## src/rtl/cpu_pkg.sv

```systemverilog
// cpu_pkg: shared opcodes, instruction field positions and register-file geometry
package cpu_pkg;
    localparam int REG_AW = 3;
    localparam int NREGS  = 8;
    typedef enum logic [1:0] {
        OP_ADD = 2'b00,
        OP_SUB = 2'b01,
        OP_SHL = 2'b10,
        OP_SHR = 2'b11
    } alu_op_e;
    localparam int OP_MSB  = 15;
    localparam int OP_LSB  = 14;
    localparam int IMM_BIT = 13;
    localparam int RD_MSB  = 12;
    localparam int RD_LSB  = 10;
    localparam int RS1_MSB = 9;
    localparam int RS1_LSB = 7;
    localparam int RS2_MSB = 6;
    localparam int RS2_LSB = 4;
    localparam int IMM_MSB = 6;
    localparam int IMM_LSB = 0;
endpackage

```

## src/rtl/regfile_8x32.sv

```systemverilog
// regfile_8x32: 8-entry register file, three combinational read ports, one synchronous write port
//   clk, rst          : clock, synchronous active-high clear of all entries
//   we, waddr, wdata  : write port (writes to r0 are dropped)
//   ra1/rd1, ra2/rd2  : operand read ports
//   ra3/rd3           : debug read port
module regfile_8x32
    import cpu_pkg::*;
#(
    parameter int DATA_W = 32
) (
    input  logic              clk,
    input  logic              rst,
    input  logic              we,
    input  logic [REG_AW-1:0] waddr,
    input  logic [DATA_W-1:0] wdata,
    input  logic [REG_AW-1:0] ra1,
    output logic [DATA_W-1:0] rd1,
    input  logic [REG_AW-1:0] ra2,
    output logic [DATA_W-1:0] rd2,
    input  logic [REG_AW-1:0] ra3,
    output logic [DATA_W-1:0] rd3
);
    logic [DATA_W-1:0] regs_q [NREGS];

    always_ff @(posedge clk) begin
        if (rst) regs_q <= '{default: '0};
        else if (we && waddr != '0) regs_q[waddr] <= wdata;
    end

    assign rd1 = (ra1 == '0) ? '0 : regs_q[ra1];
    assign rd2 = (ra2 == '0) ? '0 : regs_q[ra2];
    assign rd3 = (ra3 == '0) ? '0 : regs_q[ra3];
endmodule

```

## src/rtl/alu_issue_wb.sv

```systemverilog
// alu_issue_wb: issue/writeback stage driving an external 32-bit ALU
//   in_valid/in_ready/in_instr        : instruction stream ({op, use_imm, rd, rs1, rs2|imm7})
//   alu_a/alu_b/alu_op, alu_result    : registered operands to the ALU and its combinational result
//   res_valid/res_ready/res_data/res_rd : registered result stream
//   dbg_addr/dbg_data                 : register-file debug read (no bypass)
module alu_issue_wb
    import cpu_pkg::*;
#(
    parameter int DATA_W   = 32,
    parameter bit IMM_SEXT = 1'b0
) (
    input  logic              clk,
    input  logic              rst,
    input  logic              in_valid,
    output logic              in_ready,
    input  logic [15:0]       in_instr,
    output logic [DATA_W-1:0] alu_a,
    output logic [DATA_W-1:0] alu_b,
    output logic [1:0]        alu_op,
    input  logic [DATA_W-1:0] alu_result,
    output logic              res_valid,
    input  logic              res_ready,
    output logic [DATA_W-1:0] res_data,
    output logic [REG_AW-1:0] res_rd,
    input  logic [REG_AW-1:0] dbg_addr,
    output logic [DATA_W-1:0] dbg_data
);
    logic              ex_valid_q, ex_valid_d;
    logic [DATA_W-1:0] alu_a_q, alu_a_d, alu_b_q, alu_b_d;
    alu_op_e           alu_op_q, alu_op_d;
    logic [REG_AW-1:0] ex_rd_q, ex_rd_d;
    logic              res_valid_q, res_valid_d;
    logic [DATA_W-1:0] res_data_q, res_data_d;
    logic [REG_AW-1:0] res_rd_q, res_rd_d;

    logic              wb_free, ex_adv, accept;
    logic              use_imm, byp1, byp2;
    logic [REG_AW-1:0] rd, rs1, rs2;
    logic [6:0]        imm7;
    logic [DATA_W-1:0] imm_ext, rf_rd1, rf_rd2, op_a, op_b;

    assign wb_free  = !res_valid_q || res_ready;
    assign ex_adv   = ex_valid_q && wb_free;
    assign in_ready = !ex_valid_q || ex_adv;
    assign accept   = in_valid && in_ready;

    assign use_imm = in_instr[IMM_BIT];
    assign rd      = in_instr[RD_MSB:RD_LSB];
    assign rs1     = in_instr[RS1_MSB:RS1_LSB];
    assign rs2     = in_instr[RS2_MSB:RS2_LSB];
    assign imm7    = in_instr[IMM_MSB:IMM_LSB];
    assign imm_ext = IMM_SEXT ? {{(DATA_W-7){imm7[6]}}, imm7} : {{(DATA_W-7){1'b0}}, imm7};

    regfile_8x32 #(.DATA_W(DATA_W)) u_rf (
        .clk   (clk),
        .rst   (rst),
        .we    (ex_adv),
        .waddr (ex_rd_q),
        .wdata (alu_result),
        .ra1   (rs1),
        .rd1   (rf_rd1),
        .ra2   (rs2),
        .rd2   (rf_rd2),
        .ra3   (dbg_addr),
        .rd3   (dbg_data)
    );

    // The result being written this cycle is not yet in the register file, so forward it.
    assign byp1 = ex_adv && ex_rd_q != '0 && ex_rd_q == rs1;
    assign byp2 = ex_adv && ex_rd_q != '0 && ex_rd_q == rs2;
    assign op_a = byp1 ? alu_result : rf_rd1;
    assign op_b = use_imm ? imm_ext : (byp2 ? alu_result : rf_rd2);

    always_comb begin
        ex_valid_d  = accept ? 1'b1 : (ex_adv ? 1'b0 : ex_valid_q);
        alu_a_d     = accept ? op_a : alu_a_q;
        alu_b_d     = accept ? op_b : alu_b_q;
        alu_op_d    = accept ? alu_op_e'(in_instr[OP_MSB:OP_LSB]) : alu_op_q;
        ex_rd_d     = accept ? rd : ex_rd_q;
        res_valid_d = ex_adv ? 1'b1 : (res_ready ? 1'b0 : res_valid_q);
        res_data_d  = ex_adv ? alu_result : res_data_q;
        res_rd_d    = ex_adv ? ex_rd_q : res_rd_q;
    end

    always_ff @(posedge clk) begin
        if (rst) begin
            ex_valid_q  <= 1'b0;
            alu_a_q     <= '0;
            alu_b_q     <= '0;
            alu_op_q    <= OP_ADD;
            ex_rd_q     <= '0;
            res_valid_q <= 1'b0;
            res_data_q  <= '0;
            res_rd_q    <= '0;
        end else begin
            ex_valid_q  <= ex_valid_d;
            alu_a_q     <= alu_a_d;
            alu_b_q     <= alu_b_d;
            alu_op_q    <= alu_op_d;
            ex_rd_q     <= ex_rd_d;
            res_valid_q <= res_valid_d;
            res_data_q  <= res_data_d;
            res_rd_q    <= res_rd_d;
        end
    end

    assign alu_a     = alu_a_q;
    assign alu_b     = alu_b_q;
    assign alu_op    = alu_op_q;
    assign res_valid = res_valid_q;
    assign res_data  = res_data_q;
    assign res_rd    = res_rd_q;
endmodule
```

## config.mk

```make
export PLATFORM = sky130hd
export DESIGN_NAME = alu_issue_wb
export DESIGN_NICKNAME = d
export VERILOG_FILES = /design/src/rtl/cpu_pkg.sv /design/src/rtl/regfile_8x32.sv /design/src/rtl/alu_issue_wb.sv
export SDC_FILE = /design/constraint.sdc
export NUM_CORES = 1
export LEC_CHECK = 0
export ABC_AREA = 1
export BUFFER_PORTS_ARGS = -buffer_cell sky130_fd_sc_hd__buf_2
export CORE_MARGIN = 2
export CORE_UTILIZATION = 40
export DETAILED_ROUTE_END_ITERATION = 10
export PLACE_DENSITY_LB_ADDON = 0.12
export SYNTH_ARGS = -nofsm -noshare
export SYNTH_HDL_FRONTEND = slang
export SYNTH_SLANG_ARGS = --single-unit
```

## constraint.sdc

```tcl
create_clock -name clk -period 1.7 [get_ports clk]
set_input_delay 0 -clock clk [delete_from_list [all_inputs] [get_ports clk]]
set_output_delay 0 -clock clk [all_outputs]
set_load 0.01 [all_outputs]
```

After elaboration in Yosys (flattened, before gate mapping)
Cells that the tools add are included.
- output and inout bits: 135
- word-level logic and storage cells: 65
- register bits: 362
- input port bits: 55
- bitwise gates (word level): 4
- eq/ne operators: 2
- reductions and logical operators: 16
- mux-type cells: 22
- magnitude comparators: 5
- operators with widths (operator ; number):
    $mux W32 ; 13
    $bmux W32 S3 ; 3
    $bwmux W256 ; 1
    $demux W32 S3 ; 1
    $ge A4 B4 Y1 const B ; 4
    $not A3 Y4 ; 4
    $logic_not A3 Y1 ; 3
    $eq A3 B3 Y1 ; 2
    $logic_and A1 B1 Y1 ; 6
    $lt A4 B1 Y1 const B ; 1
    $mux W1 ; 4
    $reduce_bool A2 Y1 ; 2
    $reduce_bool A3 Y1 ; 1
    $logic_not A1 Y1 ; 2
    $logic_or A1 B1 Y1 ; 2

Depth between registers and ports, before layout
- depth in word-level cells: 7
- gate-level depth with buffers: 11
- mapped depth without buffers: 11

Modules after synthesis
From an unflattened synthesis, not the netlist that was laid out.
- cell total of the unflattened synthesis: 3717
- area total of the unflattened synthesis: 21921.0 um^2
- modules (own cells, without submodules) (module ; times used ; area an instance (um^2) ; seq. area each (um^2) ; cells an instance):
    regfile_8x32 ; 1 ; 16789.9 ; 5124.9 ; 3008
    alu_issue_wb ; 1 ; 5131.2 ; 2122.0 ; 709

Least setup slack after synthesis
No wires, ideal clock.
- path kind: register to register
- start point: register res_valid_q, in the netlist res_valid
- end point: register alu_b_q[21], in the netlist alu_b[21]
- required time: 1630 ps
- data arrival time: 1398 ps
- stages on the path, launching flop included: 9
- library setup time: 70 ps
- path buffers: 1
- slack: 231 ps
- clock period less this slack: 1469 ps
- cells stage by stage: dfxtp_1 nand3_1 nand2_2 nor2_4 buf_1 o21ai_0 inv_1 nand2_1 a21oi_1
- elaborated cells between the ends (all ways): 9
- those cells by class: 2 x mux; 7 x reduce/logical
- RTL lines (element ; line ; source):
    start: declaration ; alu_issue_wb.sv:32 ; logic res_valid_q, res_valid_d;
    start signal: assignment ; alu_issue_wb.sv:101 ; res_valid_q <= res_valid_d;
    $logic_not A1 Y1 ; alu_issue_wb.sv:42 ; assign wb_free = !res_valid_q || res_ready;
    $logic_or A1 B1 Y1 ; alu_issue_wb.sv:42 ;
    $logic_and A1 B1 Y1 ; alu_issue_wb.sv:43 ; assign ex_adv = ex_valid_q && wb_free;
    $logic_or A1 B1 Y1 ; alu_issue_wb.sv:44 ; assign in_ready = !ex_valid_q || ex_adv;
    net in_ready ; alu_issue_wb.sv:15 ; output logic in_ready,
    $logic_and A1 B1 Y1 ; alu_issue_wb.sv:45 ; assign accept = in_valid && in_ready;
    end signal: assignment ; alu_issue_wb.sv:98 ; alu_b_q <= alu_b_d;
    end: declaration ; alu_issue_wb.sv:29 ; logic [DATA_W-1:0] alu_a_q, alu_a_d, alu_b_q, alu_b_d;
The timed path passes the listed nets, and every way through them passes these cells.
A chain may end at the register's enable or synchronous reset.

Worst setup path after layout
- start point: register ex_rd_q[1]
- end point: register alu_a_q[19], in the netlist alu_a[19]
- cells in the longest elaborated chain, start to end: 4
- elaborated cells between the ends (all ways): 5
- those cells by class: 1 x eq/ne; 1 x mux; 3 x reduce/logical
- RTL lines (element ; line ; source):
    start: declaration ; alu_issue_wb.sv:31 ; logic [REG_AW-1:0] ex_rd_q, ex_rd_d;
    start signal: assignment ; alu_issue_wb.sv:100 ; ex_rd_q <= ex_rd_d;
    $reduce_bool A3 Y1 ; alu_issue_wb.sv:69 ; assign byp1 = ex_adv && ex_rd_q != '0 && ex_rd_q == rs1;
    $logic_and A1 B1 Y1 ; alu_issue_wb.sv:69 ;
    $logic_and A1 B1 Y1 * ; alu_issue_wb.sv:69 ;
    $mux W32 * ; alu_issue_wb.sv:71 ; assign op_a = byp1 ? alu_result : rf_rd1;
    end signal: assignment ; alu_issue_wb.sv:97 ; alu_a_q <= alu_a_d;
    end: declaration ; alu_issue_wb.sv:29 ;
Mark *: on every way between the ends. The rest lies on a longest branch, timed or not.

==> metrics.md <==
| Metric | Value |
|---|---|
| Pin count of the biggest net entering global routing | 99 |
| Required time reported for the critical path endpoint | 2.20 ns |
| Synth Area in Compound Gates | 34.39% |
| Total Power | 21810 µW |
| Post-Synthesis Cells | 2831 |
| Residual overflow from global routing | 0 |
| Worst setup path start | ex_rd_q[1]$_SDFFE_PP0P_ |
| Hold violation count in the final report | 0 |
| Slowest stage delay, CP | 0.35 ns |
| Power density normalized to cell area | 921.4 nW/µm² |
| Fin cells | 3638 |
| Final core utilization | 51.06% |
| Number of buffer and inverter instances along the worst setup path | 3 |
| X dimension of the die | 220.5 µm |
| Worst skew pair latency | 0.59 ns |
| Met1 usage in global routing | 40.99% |
| Largest fanout of any net on the critical path | 7 |
| Initial DRT Pass Iterations | 6 |
| Top library cells by usage in the layout, fill and taps aside | sky130_fd_sc_hd__o21ai_0, sky130_fd_sc_hd__a21oi_1, sky130_fd_sc_hd__dfxtp_1, sky130_fd_sc_hd__nand2_1, sky130_fd_sc_hd__inv_1 |
| Combined flip-flop and latch cell area | 7322 µm² |
| Critical path cell sequence | buf_6, xor2_2, nor3_4, nand2_4, buf_12, buf_12, nand2_2, nand2_1, a21oi_1 |
| Synthesized-area fraction occupied by xor and xnor cells | 0.1869% |
| Transition time at the pin with the least slew margin | 0.7065 ns |
| Top-level I/O count | 190 |
| Number of remaining DRC errors | 0 |
| Fin. max-slew vios | 0 |
| Number of buffers inserted by port buffering | 189 |
| Highest attainable clock frequency | 581.2 MHz |
| Post-synthesis instance area | 18750 µm² |
| Unrepaired setup endpoints after global routing | yes |
| Wire length after detailed routing | 80470 µm |
| Die ar. | 48610 µm² |
| Post-Synthesis Net Count | 2886 |
| Worst R2R Start | ex_rd_q[1]$_SDFFE_PP0P_ |
| Fraction of layout cells with a size suffix above 1 | 18.61% |
| Antenna-violating nets left | 0 |
| Min cycle time layout | 1.721 ns |
| Endpoint of the most critical setup path | alu_a[19]$_SDFFE_PP0P_ |
| Met2 usage in global routing | 50.32% |
| Synth top area share | 38.66% |
| Number of buffers created by CTS | 43 |
| Total leakage power | 0.009608 µW |
| Outcome | finished with violations |
| Drt wl/cell | 22.12 µm |
| Worst setup slack before clock tree synthesis | 0.02208 ns |
| Multi-input logic area | 9866 µm² |
| Simple-gate share of the synthesized area | 15.92% |
| Largest cells by area after synthesis | sky130_fd_sc_hd__dfxtp_1, sky130_fd_sc_hd__o21ai_0, sky130_fd_sc_hd__a21oi_1 |
| Final critical-path setup slack | -0.02055 ns |
| Crit. End Element | register |
| DR vias | 21.46k |
| Final Setup Violations | 10 |
| Top cell type by total area after synthesis | sky130_fd_sc_hd__dfxtp_1 |
| Die span in y | 220.5 µm |
| Syn Area/Cell | 6.622 µm² |
| Maximum VDD drop | 0.0007626 V |
| Maximum Capacitance Violations | 0 |
| Arithmetic-cell share of the synthesized area counting full adders, half adders and majority gates | 0% |
| Antenna violations before repair | 0 |
| Clk_skew | 0.02381 ns |
| Busiest metal layer after global routing | met2 |
| Violations in the final reports | negative setup slack |
| DPL Wire Length | 49700 µm |
| Critical Path Slowest Stage Cell | sky130_fd_sc_hd__dfxtp_4 |
| Max-slew headroom | 52.40% |
| Kind of start point of the critical path | register |
| R2r worst-path depth | 9 |
| Synthesized flop and latch total | 362 |
| Clock tree root driver cell | sky130_fd_sc_hd__clkbuf_16 |
| Leading cell type in the layout, fill and taps excluded | sky130_fd_sc_hd__o21ai_0 |
| Number of buffers on the longest clock path | 3 |
| Cell mode on critical path | sky130_fd_sc_hd__buf_12 |
| Vias per Instance | 5.898 |
| Max H-tree Level | 2 |
| Share of synthesized area spent on multiplexers | 0% |
| Num Clock Sinks | 362 |
| Fillers | 4612 |
| Area growth from synthesis to layout | 26.27% |
| Global router's overall resource usage | 31.56% |
| Wire length of the first global-routing pass | 116900 µm |
| Critical path class | register to register |
| R2R setup slack | -0.02 ns |
| # placed instances | 3486 |
| Clock slew at reported path FFs | 0.06 ns |
| WP depth | 9 |
| Data arrival time of the worst path | 2.22 ns |
| Dominant combinational cell family by area after synthesis | compound AO/OA/AOI/OAI gates |
| Yosys synthesis warning count | 0 |
| Clock tree from TritonCTS | built |
| Met3 usage | 5.072% |
| RR Endpoint | alu_a[19]$_SDFFE_PP0P_ |
| Hold WC Path Type | input port to register |
| Cell type group with the largest total delay on the critical path | simple AND/OR/NAND/NOR gates |
| First-iteration detailed-routing DRC count | 2423 |
| Via count of the first global-routing pass | 19.23k |
| Rows | 79 |
| Hold-critical path depth | 4 |
| Routability congestion estimate | 0.8883 |
| Effective utilization at floorplan | 40.44% |
| # nets final | 3055 |
| Share of the clock period used by the worst path | 101.2% |
| Count of different cell masters after synthesis | 28 |
| Sequential area share after synthesis | 38.66% |
| Area of the core | 46360 µm² |
stage by stage:
| stage | cell area (µm²) | setup TNS (ns) | hold WS, ns |
|---|---|---|---|
| 2_1_floorplan | 18750 | 0 | 0.1488 |
| 3_3_place_gp | 20880 | 0 | 0.2421 |
| 3_5_place_dp | 20880 | 0 | 0.2574 |
| 4_1_cts | 23010 | -0.03014 | 0.05355 |
| 5_1_grt | 23670 | -2.364 | 0.1022 |
| 6_report | 23670 | -0.1132 | 0.08614 |
synthesized netlist by cell type:
master,count
sky130_fd_sc_hd__nor2_4,6
sky130_fd_sc_hd__nand4_1,1
sky130_fd_sc_hd__xor2_1,4
sky130_fd_sc_hd__nand2_1,319
sky130_fd_sc_hd__nor3_2,1
sky130_fd_sc_hd__nor2_2,2
sky130_fd_sc_hd__o211ai_1,62
sky130_fd_sc_hd__buf_6,1
sky130_fd_sc_hd__a31oi_1,35
sky130_fd_sc_hd__buf_4,3
sky130_fd_sc_hd__nand3_1,211
sky130_fd_sc_hd__clkbuf_1,184
sky130_fd_sc_hd__buf_1,19
sky130_fd_sc_hd__a21oi_1,486
sky130_fd_sc_hd__a21oi_4,1
sky130_fd_sc_hd__nand2_2,4
sky130_fd_sc_hd__o22ai_1,20
sky130_fd_sc_hd__inv_1,237
sky130_fd_sc_hd__buf_2,53
sky130_fd_sc_hd__clkinv_1,15
sky130_fd_sc_hd__or2_2,1
sky130_fd_sc_hd__o21ai_0,623
sky130_fd_sc_hd__nor2_1,158
sky130_fd_sc_hd__nor3_1,1
sky130_fd_sc_hd__dfxtp_1,362
sky130_fd_sc_hd__or2_0,1
sky130_fd_sc_hd__o21ai_1,14
sky130_fd_sc_hd__inv_2,7
kinds of logic after synthesis:
family / count (synthesis)
AO/OA/AOI/OAI: 1241
AND/OR/NAND/NOR: 705
buffers and inverters: 519
flip-flops: 362
XOR/XNOR: 4
tightest hold or removal path: cells and delay by family:
kind | cells | cell delay [ns]
buffers and inverters | 2 | 0.40
AOI/OAI and AO/OA | 2 | 0.22
area by class of cell:
cell class                      count  share of cell area [%]
Multi-Input combinational cell   1950                   41.68
Sequential cell                   362                   30.93
Timing Repair Buffer              384                   14.17
Clock buffer                       70                   5.481
Inverter                          259                   4.160
Tap cell                          607                   3.208
Clock inverter                      5                  0.3647
Antenna cell                        1                 0.01057
how the worst min path moves through the flow:
stage                      start                     end  slack, ns
finish               in_instr[5]   alu_b[5]$_SDFFE_PP0P_       0.09
global route         in_instr[5]   alu_b[5]$_SDFFE_PP0P_       0.10
detailed placement  in_instr[14]  alu_op[0]$_SDFFE_PP0P_       0.26
global placement    in_instr[14]  alu_op[0]$_SDFFE_PP0P_       0.24
floorplan           in_instr[14]  alu_op[0]$_SDFFE_PP0P_       0.15
CTS                  in_instr[5]   alu_b[5]$_SDFFE_PP0P_       0.05
per-layer routing:
layer	routed length, µm	vias to the layer above
li1	-	9987
met1	33070	10080
met2	35950	1136
met3	6742	250
met4	4701	0
met5	0	-
report_power, final:
group / total, µW / internal (µW) / switching, µW
logic: 3560 / 1230 / 2330
clock network: 9330 / 5490 / 3840
registers: 8920 / 8740 / 180
timing repair:
| item | in CTS | in global routing |
|---|---|---|
| hold endpoints to repair | 308 | 0 |
| hold buffers | 46 | 0 |
| pin swaps | 3 | 25 |
| buffers inserted | 8 | 21 |
| gates resized for setup | 77 | 171 |
| setup endpoints to repair | 38 | 167 |
| cloned | 0 | 5 |
registers in the layout, indices dropped and copies added (netlist names):
name         flops
alu_a           32
alu_b           32
alu_op           2
ex_rd_q          3
ex_valid_q       1
res_data        32
res_rd           3
res_valid        1
u_rf.regs_q    256
(Power assumes the default switching activity.)
